<file path="src/rtl/wave_ram_pkg.sv">
// Shared types and constants for the wave RAM arbiter: RAM geometry,
// grant/owner encodings and a saturating counter helper.
package wave_ram_pkg;

  localparam int WAVE_ADDR_W = 11;
  localparam int WAVE_DATA_W = 9;
  localparam int MISS_CNT_W  = 8;

  // Who owns the RAM port in the current cycle.
  typedef enum logic [1:0] {
    GNT_NONE    = 2'd0,
    GNT_PB      = 2'd1,
    GNT_HOST_RD = 2'd2,
    GNT_HOST_WR = 2'd3
  } grant_e;

  // Which requester the read data on ram_dout belongs to this cycle.
  typedef enum logic [1:0] {
    OWN_NONE = 2'd0,
    OWN_PB   = 2'd1,
    OWN_HOST = 2'd2
  } rd_owner_e;

  // 8-bit increment that sticks at all-ones instead of wrapping.
  function automatic logic [7:0] sat_inc8(input logic [7:0] val);
    logic [7:0] res;
    if (val == 8'hFF) begin
      res = val;
    end else begin
      res = val + 8'd1;
    end
    return res;
  endfunction

endpackage

</file>
<file path="src/rtl/wave_ram_arbiter.sv">
// Single-port wave RAM arbiter. Playback reads have priority; the host loader
// gets idle slots and is forced through after STARVE_MAX blocked cycles, at the
// cost of one dropped playback read (reported via pb_miss / pb_miss_cnt).
// Read data comes straight from the RAM one cycle after the grant.
module wave_ram_arbiter
  import wave_ram_pkg::*;
#(
  parameter int ADDR_W     = WAVE_ADDR_W,
  parameter int DATA_W     = WAVE_DATA_W,
  parameter int STARVE_MAX = 15
) (
  input  logic                  clk,
  input  logic                  reset,
  input  logic                  pb_req,
  input  logic [ADDR_W-1:0]     pb_addr,
  output logic                  pb_valid,
  output logic [DATA_W-1:0]     pb_data,
  output logic                  pb_miss,
  output logic [MISS_CNT_W-1:0] pb_miss_cnt,
  input  logic                  miss_clr,
  input  logic                  host_valid,
  output logic                  host_ready,
  input  logic                  host_we,
  input  logic [ADDR_W-1:0]     host_addr,
  input  logic [DATA_W-1:0]     host_wdata,
  output logic                  host_rvalid,
  output logic [DATA_W-1:0]     host_rdata,
  output logic                  ram_ce,
  output logic                  ram_oce,
  output logic                  ram_wre,
  output logic [ADDR_W-1:0]     ram_ad,
  output logic [DATA_W-1:0]     ram_din,
  input  logic [DATA_W-1:0]     ram_dout
);

  localparam logic [7:0] STARVE_MAX_C = 8'(STARVE_MAX);

  grant_e                  grant_s;
  rd_owner_e               rd_owner_r;
  logic [7:0]              starve_cnt_r;
  logic                    starved_s;
  logic                    host_xfer_s;
  logic                    override_s;
  logic                    pb_miss_r;
  logic [MISS_CNT_W-1:0]   pb_miss_cnt_r;

  assign starved_s   = (starve_cnt_r == STARVE_MAX_C);
  assign host_xfer_s = host_valid && host_ready;

  // Host acceptance and starvation override detection for this cycle.
  always_comb begin
    host_ready = 1'b0;
    override_s = 1'b0;
    if (reset) begin
      host_ready = 1'b0;
      override_s = 1'b0;
    end else begin
      host_ready = !pb_req || starved_s;
      override_s = starved_s && pb_req && host_valid;
    end
  end

  // Per-cycle grant: playback first unless the host has waited too long.
  always_comb begin
    grant_s = GNT_NONE;
    if (reset) begin
      grant_s = GNT_NONE;
    end else if (pb_req && !starved_s) begin
      grant_s = GNT_PB;
    end else if (host_valid) begin
      grant_s = host_we ? GNT_HOST_WR : GNT_HOST_RD;
    end else begin
      grant_s = GNT_NONE;
    end
  end

  // Drive the Gowin_SP port from the grant; idle address/data held at zero.
  always_comb begin
    ram_ce  = 1'b0;
    ram_wre = 1'b0;
    ram_ad  = {ADDR_W{1'b0}};
    ram_din = {DATA_W{1'b0}};
    case (grant_s)
      GNT_PB: begin
        ram_ce = 1'b1;
        ram_ad = pb_addr;
      end
      GNT_HOST_WR: begin
        ram_ce  = 1'b1;
        ram_wre = 1'b1;
        ram_ad  = host_addr;
        ram_din = host_wdata;
      end
      GNT_HOST_RD: begin
        ram_ce = 1'b1;
        ram_ad = host_addr;
      end
      default: begin
        ram_ce  = 1'b0;
        ram_wre = 1'b0;
      end
    endcase
  end

  // Remember which requester issued the read so its data can be tagged next cycle.
  always_ff @(posedge clk or posedge reset) begin
    if (reset) begin
      rd_owner_r <= OWN_NONE;
    end else begin
      case (grant_s)
        GNT_PB:      rd_owner_r <= OWN_PB;
        GNT_HOST_RD: rd_owner_r <= OWN_HOST;
        default:     rd_owner_r <= OWN_NONE;
      endcase
    end
  end

  // Count consecutive cycles the host has been held off, capped at STARVE_MAX.
  always_ff @(posedge clk or posedge reset) begin
    if (reset) begin
      starve_cnt_r <= 8'd0;
    end else if (!host_valid || host_xfer_s) begin
      starve_cnt_r <= 8'd0;
    end else if (starve_cnt_r < STARVE_MAX_C) begin
      starve_cnt_r <= starve_cnt_r + 8'd1;
    end else begin
      starve_cnt_r <= starve_cnt_r;
    end
  end

  // Flag and count playback reads dropped by the override; clear wins over increment.
  always_ff @(posedge clk or posedge reset) begin
    if (reset) begin
      pb_miss_r     <= 1'b0;
      pb_miss_cnt_r <= 8'd0;
    end else begin
      pb_miss_r <= override_s;
      if (miss_clr) begin
        pb_miss_cnt_r <= 8'd0;
      end else if (override_s) begin
        pb_miss_cnt_r <= sat_inc8(pb_miss_cnt_r);
      end else begin
        pb_miss_cnt_r <= pb_miss_cnt_r;
      end
    end
  end

  assign pb_valid    = (rd_owner_r == OWN_PB);
  assign host_rvalid = (rd_owner_r == OWN_HOST);
  assign pb_data     = ram_dout;
  assign host_rdata  = ram_dout;
  assign pb_miss     = pb_miss_r;
  assign pb_miss_cnt = pb_miss_cnt_r;
  assign ram_oce     = 1'b1;

endmodule

</file>
<file path="config.mk">
export PLATFORM = sky130hd
export DESIGN_NAME = wave_ram_arbiter
export DESIGN_NICKNAME = d
export VERILOG_FILES = /design/src/rtl/wave_ram_pkg.sv /design/src/rtl/wave_ram_arbiter.sv
export SDC_FILE = /design/constraint.sdc
export NUM_CORES = 1
export LEC_CHECK = 0
export CORE_ASPECT_RATIO = 1.25
export CORE_MARGIN = 1
export CORE_UTILIZATION = 30
export DETAILED_ROUTE_END_ITERATION = 16
export PLACE_DENSITY = 0.84
export SYNTH_ARGS = -nofsm -noshare
export SYNTH_HDL_FRONTEND = slang
export SYNTH_SLANG_ARGS = --single-unit
export TNS_END_PERCENT = 1
</file>
<file path="constraint.sdc">
create_clock -name clk -period 2.04 [get_ports clk]
set_input_delay 0.204 -clock clk [delete_from_list [all_inputs] [get_ports clk]]
set_output_delay 0.204 -clock clk [all_outputs]
set_load 0.02 [all_outputs]
</file>
==> results.md, run 1 <==
- Status: finished with violations
- Failing checks: setup timing
- RSZ-0062 raised after global routing: true
- CTS Root Cell: clkbuf_8
- ANT cells: 0
- #FFs+latches synth: 19
- Hold path depth: 0
- Layout filler cell count: 366
- Synth top area cells: dfrtp_1 (37%), buf_4 (12%), a22o_1 (7.6%), and3_1 (5.4%), a21oi_1 (3.1%)
- Die span in x: 60.3 microns
- Final HPWL DP: around 2600 microns
- IO Count: slightly below 100
- Ys flop type: dfrtp_1
- Reg2Reg Depth: 4
- Critical Path, Cell by Cell: or4_4, o21a_4, nor3b_4, buf_4, and3_2, buf_6
- Grt ovf: 0
- Die height: 74.8 microns
- Final Total Pwr: 0.887 mW
- Worst Hold Endpoint: host_rdata[6]
- Critical Path Max Stage Delay: 0.54 ns
- Synth Instances: between 100 and 150
- TritonCTS clock tree: built
- Largest net degree at the start of global routing: 20
- Finished Cell Area: about 2100 sq um
- Full die area: 4510 sq um
- Pwr dens: ~420 nW/um^2
- Via count of the first global-routing pass: 1358
- Mean Syn Cell Area: 9.02 sq um
- Nets: 257
- Residual DRC count: 0
- GRT Total Usage: 0.166
- Least-Margin Pin Slew: 0.534 ns
- Sequential Area: 475 sq um
- Async S/R FF share, synth: 1.00
- Post-synth cell types: 35
- CP Max Fanout: 6
- FF-to-FF Start: starve_cnt_r[6]
- Worst setup margin: -0.307 ns
- Yosys top cell area share: 0.374
- Hold buffers post-CTS: 0
- Critical path's top delay family: simple AND/OR/NAND/NOR gates
- Register area share after synthesis: 0.374
- Leakage: 0.950 nW
- First-pass GRT wire length: approximately 5600 microns
- CTS H-tree lvls: 1
- Clk Latency, worst-skew pair: 0.27 ns
- P&R area growth vs syn: 67.5%
- Core Area: 4070 sq um
- Reg clk slew, reported paths: around 0.080 ns
- Hold Vio Cnt, Final: 0
- Most common cell in the netlist: buf_4
- WP data required: ~1.8 ns
- CTS Sinks: 19
- Worst Path Buf+Inv: 2
- Total Neg Setup Slack: -5.98 ns
- Multi-input logic area: 671 sq um
- Post-layout min period: 2.35 ns
- Arr. time, crit path: 2.14 ns
- Bufs on Longest Clock Path: 2
- Initial antenna violation count: 0
- Max Cap Viol: 0
- Non-filler cells, final: 264
- Synthesized cell area: 1270 sq um
- Tcrit/Tclk final: 1.15
- CTS buffer count: 3
- Endpoint class of the critical path: output port
- Worst R2R Setup Slack: -0.03 ns
- Post-Syn Nets: 189
- WL/cell: 13.1 microns
- Cells after DPL: 258
- Worst Hold Launch: ram_dout[6]
- Final Max Tran Viols: 0
- Site Rows: 26
- Clk_skew: 0.00653 ns
- Peak supply drop: between 0.0002 and 0.0003 V
- Final setup viols: 23
- Input/output buffers: 70
- Slew headroom: 0.643
- FF-to-FF End: pb_miss_cnt[5]
- Max Fclk: ~430 MHz
- Placer congestion estimate: 0.859
- Drt via density: 5.00
- Hold Path Class: in2out
- EDFF count, synth: 0
- Commonest cells post-synth: buf_4 (20), dfrtp_1 (19), a22o_1 (11), and3_1 (11)
- CP Class: reg2out
- DRT iter0 DRCs: 52
- Synth warnings: 0
- Slowest CP cell: or4_4
- Startpoint type of the worst setup path: flip-flop
- Layout cells sized above 1: 0.313
- Post-DP Area: 2000 sq um
- Final ANT Viol Nets: 0
- Synth area leader: dfrtp_1
- Vias post-DR: 1319
- Total Wirelength: 3450 microns
- TritonRoute pass-1 iters: 4
- Initial Utilization: 0.313
==> where the power goes <==
part,internal [mW],leakage (nW),switching [mW]
Combinational,0.132,0.665,0.0922
Sequential,0.381,0.262,0.00310
Clock,0.138,0.0217,0.140
==> worst register-to-register path: stages, from the launching register on <==
cell and delay, ns:
dfrtp_1 0.39, or4_4 0.54, or3_4 0.38, or4_4 0.53, a21oi_2 0.15
==> how the worst max path moves through the flow <==
stage,startpoint,end,cells after the start
final,starve_cnt_r[6],ram_din[2],6
after CTS,starve_cnt_r[6],ram_din[5],6
after global routing,starve_cnt_r[6],ram_din[2],6
after floorplan,starve_cnt_r[4],ram_din[0],5
after global placement,starve_cnt_r[4],ram_ad[10],6
after detailed placement,starve_cnt_r[4],ram_ad[1],6
==> registers in the layout, indices dropped and copies added (netlist names) <==
signal / flops
pb_miss: 1
pb_miss_cnt: 8
rd_owner_r: 2
starve_cnt_r: 8
==> per-layer routing <==
metal,track usage,part of all wire
met5,0,0
met4,0.0698,0.018
met3,0.0447,0.079
met2,0.315,0.53
met1,0.165,0.37
==> repair_timing <==
action                                  in CTS  in global routing
setup buffers                                0                  0
pin swaps                                   17                  3
gates cloned                                 2                  0
hold endpoints to repair                     0                  0
gates resized for setup                    140                 12
endpoints found under the setup margin      29                 30
==> cells in the final DEF (no fill, tap or decap), types with 2 or more instances in the layout <==
master           synthesis  final
ha_1                     2      2
o31ai_1                  4      4
or4_4                    1      2
inv_1                    4      3
nand2b_1                 2      2
and3_4                   0      4
buf_6                    0     20
and2_1                   6      5
and3_2                   0      5
nor2_1                   8      6
buf_4                   20     20
dfrtp_1                 19     19
a21oi_2                  0      2
nor2_2                   0      2
nand2_1                  4      4
o21ai_0                  2      2
nor3_1                   3      3
nand3_1                  7      7
and3_1                  11      2
clkdlybuf4s50_1          0     47
a21oi_1                  8      6
nor2b_1                  4      4
or3_1                    3      3
xor2_1                   2      2
a22o_1                  11     11
clkbuf_8                 0      3
==> cell families (layout without fill, tap and decap cells) <==
kind of cell	count (synthesis)	count (layout)	synth area share
AOI/OAI and AO/OA	29	29	0.164
xor gates and xnor gates	2	2	0.0138
adders and majority gates	2	2	0.0197
buffers and inverters	29	96	0.146
DFF	19	19	0.374
muxes	1	1	0.00787
other	1	1	0.00295
and+or+nand+nor	58	58	0.272
==> area by class of cell <==
type / count / share of cell area
multi-input cells: 93 / 0.315
inverters: 4 / 0.00705
well taps: 56 / 0.0329
repair buffers: 88 / 0.399
flip-flops and latches: 19 / 0.223
clock inverters: 1 / 0.00352
clock buffers: 3 / 0.0194
==> through the flow <==
| stage | worst slack, ns | utilization | hold WS, ns |
|---|---|---|---|
| final | -0.307 | 0.524 | 0.408 |
| after detailed placement | -0.525 | 0.493 | 0.408 |
| after global routing | -0.414 | 0.524 | 0.408 |
| after CTS | -0.407 | 0.514 | 0.408 |
| after floorplan | -0.0106 | - | 0.160 |
| after global placement | -0.498 | 0.493 | 0.408 |
Power figures use the tool's default switching activity.
==> inputs of run 2 (changes only) <==
--- a/config.mk
+++ b/config.mk
@@ -5,9 +5,10 @@
 export SDC_FILE = /design/constraint.sdc
 export NUM_CORES = 1
 export LEC_CHECK = 0
-export CORE_ASPECT_RATIO = 1.25
 export CORE_MARGIN = 1
 export CORE_UTILIZATION = 30
+export CTS_BUF_LIST = sky130_fd_sc_hd__clkbuf_16
+export CTS_CLUSTER_DIAMETER = 200
 export DETAILED_ROUTE_END_ITERATION = 16
 export PLACE_DENSITY = 0.84
 export SYNTH_ARGS = -nofsm -noshare
==> run 2 against run 1 <==
  * The run still ends with setup timing left
  * Die area barely moved
  * Maximum frequency is 0.95% higher
  * Clock skew shrank 0.0034 ns
  * First-iteration DRC count down 1.9%
  * Power is 14% higher
  * Sequential power is essentially flat
  * Non-clock buffer count is 1 higher
  * Via count down 2.2%
  * Flip-flop and latch count unchanged
  * Clock power up 41%
  * Critical path depth is the same
==> results.md, run 2 (synthesis gave the netlist of run 1 again) <==
- WP data required: 1.84 ns (about the same)
- Reg clk slew, reported paths: 0.05 ns (-0.03 ns)
- Initial antenna violation count: 0 (unchanged)
- Total Neg Setup Slack: -5.46 ns (+0.519 ns)
- Final Util: 0.541 (+0.0167)
- Final Total Pwr: 1.01 mW (+14%)
- Max Fclk: 430 MHz (+0.95%)
- Core Area: 4030 sq um (-0.92%)
- Vias post-DR: 1290 (-2.2%)
- Final Max Tran Viols: 0 (unchanged)
- Drt via density: 4.98 (-0.31%)
- Most frequent cells in the layout: clkdlybuf4s50_1 (47), buf_6 (25), dfrtp_1 (19)
- Clk Latency, worst-skew pair: 0.25 ns (-0.02 ns)
- CP Class: reg2out
- Final ANT Viol Nets: 0 (unchanged)
- Leakage: 0.977 nW (+2.8%)
- GRT Total Usage: 0.162 (-0.00328)
- Full die area: 4510 sq um (about the same)
- Clock share of power: 0.390 (+0.076)
- Switch Pwr: 0.230 mW (-2.2%)
- Endpoint class of the critical path: output port
- Non-filler cells, final: 259 (-1.9%)
- Startpoint type of the worst setup path: flip-flop
- Highest metal used: met4
- Site Rows: 23 (-12%)
- WL/cell: 14.5 microns (+11%)
- Cells after DPL: 254 (-1.6%)
- CTS Sinks: 19 (unchanged)
- Hold Vio Cnt, Final: 0 (unchanged)
- DRT iter0 DRCs: 51 (-1.9%)
- Sequential group share of total power: 0.382 (-0.051)
- Bufs on Longest Clock Path: 2 (unchanged)
- Pwr dens: 462 nW/um^2 (+11%)
- Hold buffers post-CTS: 0 (unchanged)
- Sw frac: 0.228 (-0.0368)
- Initial Utilization: 0.316 (+0.00292)
- IO Count: 99 (unchanged)
- Max Cap Viol: 0 (unchanged)
- Layout cells sized above 1: 0.301 (-0.0111)
- P&R area growth vs syn: 71.2%
- Final HPWL DP: 2690 microns (+1.6%)
- Die span in x: 67.1 microns (+11%)
- Die height: 67.1 microns (-10%)
- CTS H-tree lvls: 1 (unchanged)
- Via count of the first global-routing pass: 1168 (-14%)
- Total Wirelength: 3760 microns (+8.7%)
- CTS Root Cell: clkbuf_16
- Routed wl met2: 2120 microns (+15%)
- CTS buffer count: 3 (unchanged)
- Post-layout min period: 2.33 ns (-0.0221 ns)
- Slew headroom: 0.624 (-0.0189)
- TritonCTS clock tree: built
- Least-Margin Pin Slew: 0.562 ns (+0.0283 ns)
- Hold Path Class: in2out
- Input/output buffers: 70 (unchanged)
- Peak supply drop: 0.000284 V (+1.2%)
- Arr. time, crit path: 2.12 ns (-0.02 ns)
- Tcrit/Tclk final: 1.14 (-0.0109)
- Clk_skew: 0.00314 ns (-0.00339 ns)
- P_int: 0.777 mW (+19%)
- TritonRoute pass-1 iters: 4 (unchanged)
- Grt ovf: 0 (unchanged)
- Met3 Routed Length: 91 microns (-67%)
- CP Max Fanout: 8 (+2)
- Final hold slack: 0.408 ns (-0.00000100 ns)
- Buffers inserted by post-CTS timing repair: 0 (unchanged)
- Status: finished with violations
- Nets: 258 (+0.39%)
- Combinational power share: 0.227 (-0.026)
- Failing checks: setup timing
- Commonest non-fill, non-tap cell in the layout: clkdlybuf4s50_1
- Residual DRC count: 0 (unchanged)
- Final setup viols: 23 (unchanged)
- ANT cells: 0 (unchanged)
- Placer congestion estimate: 0.719 (-16%)
- First-pass GRT wire length: 5510 microns (-1.1%)
- Worst setup margin: -0.285 ns (+0.0221 ns)
- Largest net degree at the start of global routing: 20 (unchanged)
- RSZ-0062 raised after global routing: true
- Layout filler cell count: 344 (-6.0%)
- WL met1: 1520 microns (+19%)
==> run 2: final timing paths <==
check / start / endpoint / slack (ns) / cells after the start
max: starve_cnt_r[5] / ram_din[7] / -0.29 / 6
min: ram_dout[3] / host_rdata[3] / 0.41 / 0
max reg2reg: starve_cnt_r[5] / pb_miss_cnt[7] / -0.01 / 5
min reg2reg: starve_cnt_r[7] / starve_cnt_r[7] / 0.53 / 1
max in group asynchronous: reset / starve_cnt_r[3] / 1.31 / 3
min in group asynchronous: reset / pb_miss_cnt[0] / 0.54 / 3
==> run 2: layout make-up <==
class                      count  area [sq um]  area share
clock buffer                   3          75.1      0.0345
clock inverter                 1          3.75     0.00172
inverter                       4          15.0     0.00689
multi-input combinational     93           669       0.307
sequential                    19           475       0.218
tap                           50          62.6      0.0287
timing repair buffer          89           877       0.403
==> run 2: what timing repair did <==
item / 4_1_cts / 5_1_grt
endpoints found under the hold margin: 0 / 0
resized for setup: 139 / 14
pin swaps: 19 / 7
gates cloned: 1 / 0
endpoints found under the setup margin: 29 / 29
==> run 2: critical path, cell delays in order, from the launching register on <==
cell     delay [ns]
dfrtp_1        0.37
or4_4          0.54
o21a_4         0.22
nor3b_4        0.26
buf_6          0.17
and3_2         0.19
buf_6          0.12
==> run 2: metal layers <==
layer  GRT usage  up-vias
li1            -      624
met1       0.210      644
met2       0.265       20
met3      0.0205        2
met4      0.0771        0
met5           0        -
==> run 2: metrics by stage <==
stage,cell area [sq um],worst slack (ns)
after floorplan,1280,-0.0106
after global placement,2010,-0.469
after detailed placement,2010,-0.509
after CTS,2120,-0.341
after global routing,2180,-0.378
final,2180,-0.285
==> run 2: power groups by stage <==
stage | Sequential, mW | Clock, mW | Combinational [mW]
after detailed placement | 0.392 | 0 | 0.211
after floorplan | 0.391 | 0 | 0.130
after global routing | 0.386 | 0.413 | 0.243
after global placement | 0.391 | 0 | 0.209
final | 0.385 | 0.393 | 0.229
after CTS | 0.385 | 0.396 | 0.219
